File: src/rtl/gf180mcu_oai211_bist_pkg.sv
// rtl/gf180mcu_oai211_bist_pkg.sv - shared types and golden function for the oai211 BIST
package gf180mcu_oai211_bist_pkg;

    typedef enum logic [2:0] {
        S_IDLE,
        S_DRIVE,
        S_SETTLE,
        S_SAMPLE,
        S_DONE
    } state_t;

    localparam int NUM_VEC = 16;

    function automatic logic oai211_expect(input logic [3:0] vec);
        return ~((vec[3] | vec[2]) & vec[1] & vec[0]);
    endfunction

endpackage

File: src/rtl/gf180mcu_oai211_bist_settle.sv
// rtl/gf180mcu_oai211_bist_settle.sv - settle-time down-counter with load/expire handshake
module gf180mcu_oai211_bist_settle #(
    parameter int SETTLE_CYCLES = 2
) (
    input  logic clk,
    input  logic rst,
    input  logic load,
    input  logic run,
    output logic expire
);

    // Width floors at 1 so the counter still elaborates when settling is disabled.
    localparam int CW = (SETTLE_CYCLES > 0) ? $clog2(SETTLE_CYCLES + 1) : 1;

    logic [CW-1:0] cnt;

    always_ff @(posedge clk or posedge rst) begin
        if (rst) begin
            cnt <= '0;
        end else if (load) begin
            cnt <= CW'(SETTLE_CYCLES);
        end else if (run && (cnt != '0)) begin
            cnt <= cnt - CW'(1);
        end
    end

    // Expiring on the last count makes SETTLE exactly SETTLE_CYCLES long.
    assign expire = (cnt <= CW'(1));

endmodule

File: src/rtl/gf180mcu_oai211_bist.sv
// rtl/gf180mcu_oai211_bist.sv - exhaustive 16-vector self-test sequencer for the oai211 cell
module gf180mcu_oai211_bist
    import gf180mcu_oai211_bist_pkg::*;
#(
    parameter int SETTLE_CYCLES = 2,
    parameter int ERR_W         = 5
) (
    input  logic             CLK,
    input  logic             RST,
    input  logic             START,
    input  logic             ZN,
    output logic             A1,
    output logic             A2,
    output logic             B,
    output logic             C,
    output logic             BUSY,
    output logic             DONE,
    output logic             PASS,
    output logic [ERR_W-1:0] ERR_CNT,
    output logic [3:0]       FAIL_VEC
);

    state_t           state;
    state_t           state_nxt;
    logic [3:0]       vec;
    logic [ERR_W-1:0] err_cnt;
    logic [3:0]       fail_vec;
    logic             settle_expire;
    logic             kick;
    logic             mismatch;
    logic             active;

    assign kick     = START && ((state == S_IDLE) || (state == S_DONE));
    // Case inequality so an undriven or floating ZN is reported as a failure.
    assign mismatch = (ZN !== oai211_expect(vec));
    assign active   = (state == S_DRIVE) || (state == S_SETTLE) || (state == S_SAMPLE);

    gf180mcu_oai211_bist_settle #(
        .SETTLE_CYCLES(SETTLE_CYCLES)
    ) u_settle (
        .clk   (CLK),
        .rst   (RST),
        .load  (state == S_DRIVE),
        .run   (state == S_SETTLE),
        .expire(settle_expire)
    );

    always_comb begin
        state_nxt = state;
        case (state)
            S_IDLE, S_DONE: begin
                if (START) state_nxt = S_DRIVE;
            end
            S_DRIVE:  state_nxt = (SETTLE_CYCLES > 0) ? S_SETTLE : S_SAMPLE;
            S_SETTLE: begin
                if (settle_expire) state_nxt = S_SAMPLE;
            end
            S_SAMPLE: state_nxt = (vec == 4'(NUM_VEC - 1)) ? S_DONE : S_DRIVE;
            default:  state_nxt = S_IDLE;
        endcase
    end

    always_ff @(posedge CLK or posedge RST) begin
        if (RST) begin
            state    <= S_IDLE;
            vec      <= '0;
            err_cnt  <= '0;
            fail_vec <= '0;
        end else begin
            state <= state_nxt;
            if (kick) begin
                vec      <= '0;
                err_cnt  <= '0;
                fail_vec <= '0;
            end else if (state == S_SAMPLE) begin
                if (mismatch) begin
                    if (err_cnt != '1) err_cnt <= err_cnt + ERR_W'(1);
                    if (err_cnt == '0) fail_vec <= vec;
                end
                if (vec != 4'(NUM_VEC - 1)) vec <= vec + 4'd1;
            end
        end
    end

    assign {A1, A2, B, C} = active ? vec : 4'b0000;
    assign BUSY     = active;
    assign DONE     = (state == S_DONE);
    assign PASS     = (state == S_DONE) && (err_cnt == '0);
    assign ERR_CNT  = err_cnt;
    assign FAIL_VEC = fail_vec;

endmodule

File: config.mk
export PLATFORM = sky130hd
export DESIGN_NAME = gf180mcu_oai211_bist
export DESIGN_NICKNAME = d
export VERILOG_FILES = /design/src/rtl/gf180mcu_oai211_bist_pkg.sv /design/src/rtl/gf180mcu_oai211_bist_settle.sv /design/src/rtl/gf180mcu_oai211_bist.sv
export SDC_FILE = /design/constraint.sdc
export NUM_CORES = 1
export LEC_CHECK = 0
export BUFFER_PORTS_ARGS = -buffer_cell sky130_fd_sc_hd__buf_2
export CAP_MARGIN = 10
export CORE_UTILIZATION = 43
export CTS_BUF_LIST = sky130_fd_sc_hd__clkbuf_16
export CTS_CLUSTER_DIAMETER = 200
export DETAILED_ROUTE_END_ITERATION = 6
export GPL_ROUTABILITY_DRIVEN = 0
export PLACE_DENSITY = 0.63
export SETUP_SLACK_MARGIN = 0.05
export SYNTH_ARGS = -nofsm -noshare
export SYNTH_HDL_FRONTEND = slang
export SYNTH_HIERARCHICAL = 1
export SYNTH_SLANG_ARGS = --single-unit
export TNS_END_PERCENT = 1
File: constraint.sdc
create_clock -name CLK -period 4.8 [get_ports CLK]
set_input_delay 0.96 -clock CLK [delete_from_list [all_inputs] [get_ports CLK]]
set_output_delay 0.96 -clock CLK [all_outputs]
set_load 0.02 [all_outputs]
* After elaboration in Yosys (flattened, before gate mapping)
Cells that the tools add are included.
Cells by class: add/subtract/negate cells 3, order comparisons 1, equality and inequality tests 10, muxes and demuxes 18, bitwise operators 4, reductions and logical operators 20
Operators with widths (count):
- $mux W4 | 8
- $mux W5 | 4
- $reduce_bool A2 Y1 | 7
- $pmux W3 S4 | 1
- $mux W3 | 3
- $eq A3 B2 Y1 const B | 2
- $reduce_and A3 Y1 | 2
- $add A5 B1 Y5 const B | 1
- $logic_not A5 Y1 | 1
- $ne A5 B5 Y1 const B | 1
- $add A4 B1 Y4 const B | 1
- $eq A4 B4 Y1 const B | 1
- $mux W2 | 2
- $ne A2 B2 Y1 const B | 2
- $ne A4 B4 Y1 const B | 1
- $reduce_and A2 Y1 | 2
- $eq A3 B1 Y1 const B | 1
- $eq A3 B3 Y1 const B | 1
- $logic_and A1 B1 Y1 | 3
- $logic_not A3 Y1 | 1
- $logic_or A1 B1 Y1 | 3
- $and A1 B1 Y1 | 2
- $le A2 B1 Y1 const B | 1
- $reduce_or A2 Y1 | 1
- other kinds (4) | 4
Word-level totals: flip-flop bits (word level) 18, input bits 4, output and inout bits 16, word-level logic and storage cells 61

* Longest topological paths before layout
depth after elaboration 8, mapped depth 6, gate-level depth less buffers 6

* Modules after synthesis
Netlist, hierarchy kept.
Modules (own cells, without submodules):
- gf180mcu_oai211_bist | times used 1, cells an instance 95, area each 907.1 µm², seq. area each 400.4 µm²
- gf180mcu_oai211_bist_settle | times used 1, cells an instance 15, area each 151.4 µm², seq. area each 50.0 µm²

* Worst setup path before layout
No wires, ideal clock.
path kind register -> output, from register err_cnt[0] (netlist: ERR_CNT[0]), to output PASS, arrival 1.657 ns, data required time 3.840 ns, setup slack 2.183 ns, stages on the path, launching flop included 5, path buffers 0, path through dfrtp_1 > inv_1 > ha_1 > or4b_2 > nor2_1
Between the ends: cells in the longest elaborated chain, start to end 2
Ends and longest elaborated chain:
- start: declaration | RTL line gf180mcu_oai211_bist.sv:26 | logic [ERR_W-1:0] err_cnt;
- start signal: assignment | RTL line gf180mcu_oai211_bist.sv:77 | if (err_cnt != '1) err_cnt <= err_cnt + ERR_W'(1);
- $logic_not A5 Y1 | RTL line gf180mcu_oai211_bist.sv:88 | assign PASS = (state == S_DONE) && (err_cnt == '0);
- $logic_and A1 B1 Y1 | RTL line gf180mcu_oai211_bist.sv:88
- end: declaration | RTL line gf180mcu_oai211_bist.sv:18 | output logic PASS,
No other way between the ends.

* Final worst setup path
Ends and elaborated chain as after synthesis.

==> summary.txt <==
Timing
  – Post-layout minimum cycle time: 2.82 ns
  – Hold Fails Final Rpt: 0
  – Final period util: 58.7%
  – Worst slew margin: 54.3%
  – Setup TNS: 0 ns
  – Worst-Margin Slew: ~0.68 ns
  – Worst Clk Skew: 0.00352 ns
  – Final setup violation count: 0
  – Slew Viols, Final: 0
  – Fmax: 0.355 GHz
  – RSZ-0062 raised after global routing: no

Synth
  – Post-synth net total: 120
  – Synth Cell Area: around 1100 µm²
  – Seq/Total Area, Yosys: between 40% and 50%
  – Synth unique cells: 32
  – Post-Synthesis Cells: 110
  – Post-synth EDFFs: 0
  – Post-synth top area share: 42.6%
  – Largest area contributor in the netlist: dfrtp_1
  – Top cells by area in the synthesized netlist: dfrtp_1, ha_1, nand3_1
  – Largest family of logic cells by synthesized area: simple AND/OR/NAND/NOR gates
  – Asr flop ratio synth: 100%
  – Synth Area in Adders: roughly 7.1%
  – Yosys warnings: 6
  – Top post-synthesis cells by count: dfrtp_1, nand3_1, a21oi_1, o21ai_0, inv_1
  – Most used flip-flop cell after synthesis: dfrtp_1
  – Count leader, synth: dfrtp_1
  – Post-Synth Simple-Gate Area: roughly a quarter
  – Synth Area in Compound Gates: between 10% and 20%
  – Post-synthesis average cell area: 9.62 µm²
  – Synthesized flop and latch total: 18
  – Synth Area in XOR/XNOR: 1.65%
  – Multiplexer area fraction after synthesis: 6.62%

Setup path
  – Largest fanout on the critical path: 5
  – CP Capture Type: output pin
  – Kind of critical path: reg2out
  – CP Launch Type: register
  – Required @ worst endpoint: 3.84 ns
  – Critical Path AT: 1.86 ns

Cells and area
  – Antenna Cells: 0
  – Final net count: 143
  – Area Overhead vs Synth: 18.7%
  – Final instance area: 1260 µm²
  – Fraction of layout cells with a size suffix above 1: between 20% and 30%

Pwr
  – Leakage power: 0.649 nW
  – Worst ir drop on vdd: 0.343 mV
  – Pwr per Cell Area: 551 nW/µm²

Clocking
  – Htree depth: 1
  – Clock Tree Buf Depth: 2
  – Reg clk slew, reported paths: 0.05 ns
  – CTS Hold Bufs: 0
  – CTS resizes: 0
  – Setup Buffers After CTS: 0
  – Clk sinks: 18
  – Clock latency on the worst-skew pair: 0.25 ns
  – Cts bufs inserted: 3
  – Root Driver: clkbuf_16
  – CTS tree: built

Global routing
  – Initial antenna violation count: 0
  – Largest net degree at the start of global routing: 17
  – Total gr overflow: 0
  – Via count of the first global-routing pass: 795
  – First-pass GRT wire length: 3510 µm
  – Gr usage total: 18.1%

Die
  – Core area: approximately 2300 µm²
  – Ports: 20
  – DIE AREA: 2660 µm²
  – Die Wd: 51.6 µm
  – Die height: 51.6 µm
  – Core Rows: 17
  – Effective utilization at floorplan: between 40% and 50%

Placement
  – Port Buf Inserts: 19
  – Placed Area: between 1000 and 1500 µm²
  – HPWL Detailed: approximately 1500 µm

Drt
  – Final ANT Viol Nets: 0
  – Wirelength per Cell: 13.1 µm
  – DR vias/cell: 5.46
  – Final WL: 2100 µm
  – DRT iter0 DRCs: 14
  – First drt pass iteration count: 5
  – Post-route DRC: 0
  – Vias: 874

Min path
  – Hold crit path type: reg2reg

Run
  – Max Cap Violations: 0

Status
  – Status: finished clean
==> cell usage in the layout, fill, tap and decap left out <==
cell       count
or4_1          1
nor4b_1        1
mux2i_2        1
nand2b_1       1
inv_1          8
ha_1           6
nor2_1         7
mux2_1         1
and4bb_2       1
nand4_1        1
and4b_1        1
clkbuf_16      3
dfrtp_1       18
nor3b_1        2
a21oi_1       10
nand2_1        5
buf_2         19
clkinv_1       1
nor2b_4        1
o211a_4        1
and3b_1        1
o31ai_1        1
or2_2          1
nand3_1       13
xor2_1         2
and3_1         1
and2_2         1
nor2b_1        3
o21ai_0       10
mux2i_1        3
mux2_4         1
and2_1         4
or4b_2         1
or3_1          1
==> critical path, cell delays in order (launching register included) <==
cell and delay, ns:
dfrtp_1 0.41, inv_1 0.09, ha_1 0.16, or4b_2 0.65, nor2_1 0.13, buf_2 0.17
==> area by class of cell <==
| type | instances | area [µm²] |
|---|---|---|
| clock buffers | 3 | 75.1 |
| clock inverters | 1 | 3.75 |
| fillers | 204 | 1020 |
| inverters | 8 | 30.0 |
| multi-input cells | 83 | 567 |
| flip-flops and latches | 18 | 450 |
| well taps | 28 | 35.0 |
| repair buffers | 19 | 95.1 |
==> sequential cells by signal, summed over array words and instances, names as in the netlist <==
signal and count:
FAIL_VEC 4, vec 4, u_settle/cnt 2, state 3, ERR_CNT 5
==> worst paths after layout <==
kind | to | slack, ns | cells after the start | from
worst max-delay path | PASS | 1.98 | 5 | ERR_CNT[0]$_DFFE_PP0P_
worst min register to register | FAIL_VEC[3]$_DFFE_PP0P_ | 0.55 | 2 | FAIL_VEC[3]$_DFFE_PP0P_
min in group asynchronous | u_settle/cnt[0]$_DFFE_PP0P_ | 0.56 | 2 | RST
worst max register to register | ERR_CNT[3]$_DFFE_PP0P_ | 3.01 | 5 | ERR_CNT[0]$_DFFE_PP0P_
max in group asynchronous | vec[2]$_DFFE_PP0P_ | 3.59 | 2 | RST
worst min-delay path | FAIL_VEC[3]$_DFFE_PP0P_ | 0.55 | 2 | FAIL_VEC[3]$_DFFE_PP0P_
==> metal layers <==
metal  up-vias  wire length [µm]  GRT usage (%)
li1        437                 -              -
met1       415              1020           23.4
met2        18               979           29.2
met3         4                74           2.63
met4         0                31           9.46
met5         -                 0              0
==> power by group <==
part	internal (mW)	total (mW)	switching, mW
Sequential	0.192	0.242	0.0497
Combinational	0.120	0.284	0.164
Clock	0.111	0.166	0.0554
==> stage by stage <==
| stage | util (%) | power, mW | hold WS (ns) | setup slack [ns] | cells |
|---|---|---|---|---|---|
| after global placement | 51.7 | 0.521 | 0.533 | 2.29 | 156 |
| final | 55.2 | 0.693 | 0.547 | 1.98 | 160 |
| after detailed placement | 51.7 | 0.529 | 0.542 | 2.26 | 156 |
| after CTS | 55.2 | 0.699 | 0.549 | 1.99 | 160 |
| after global routing | 55.2 | 0.742 | 0.576 | 1.90 | 160 |
| after floorplan | - | 0.458 | 0.514 | 2.18 | 110 |
==> cell families (layout without fill, tap and decap cells) <==
| kind of cell | Yosys count | in the layout |
|---|---|---|
| AO/OA/AOI/OAI | 22 | 22 |
| XOR/XNOR | 2 | 2 |
| adder cells (fa/ha/maj) | 6 | 6 |
| AND/OR/NAND/NOR | 47 | 47 |
| flip-flops | 18 | 18 |
| multiplexers | 6 | 6 |
| buffers and inverters | 9 | 31 |
No activity file was read; power rests on OpenSTA's default activity.
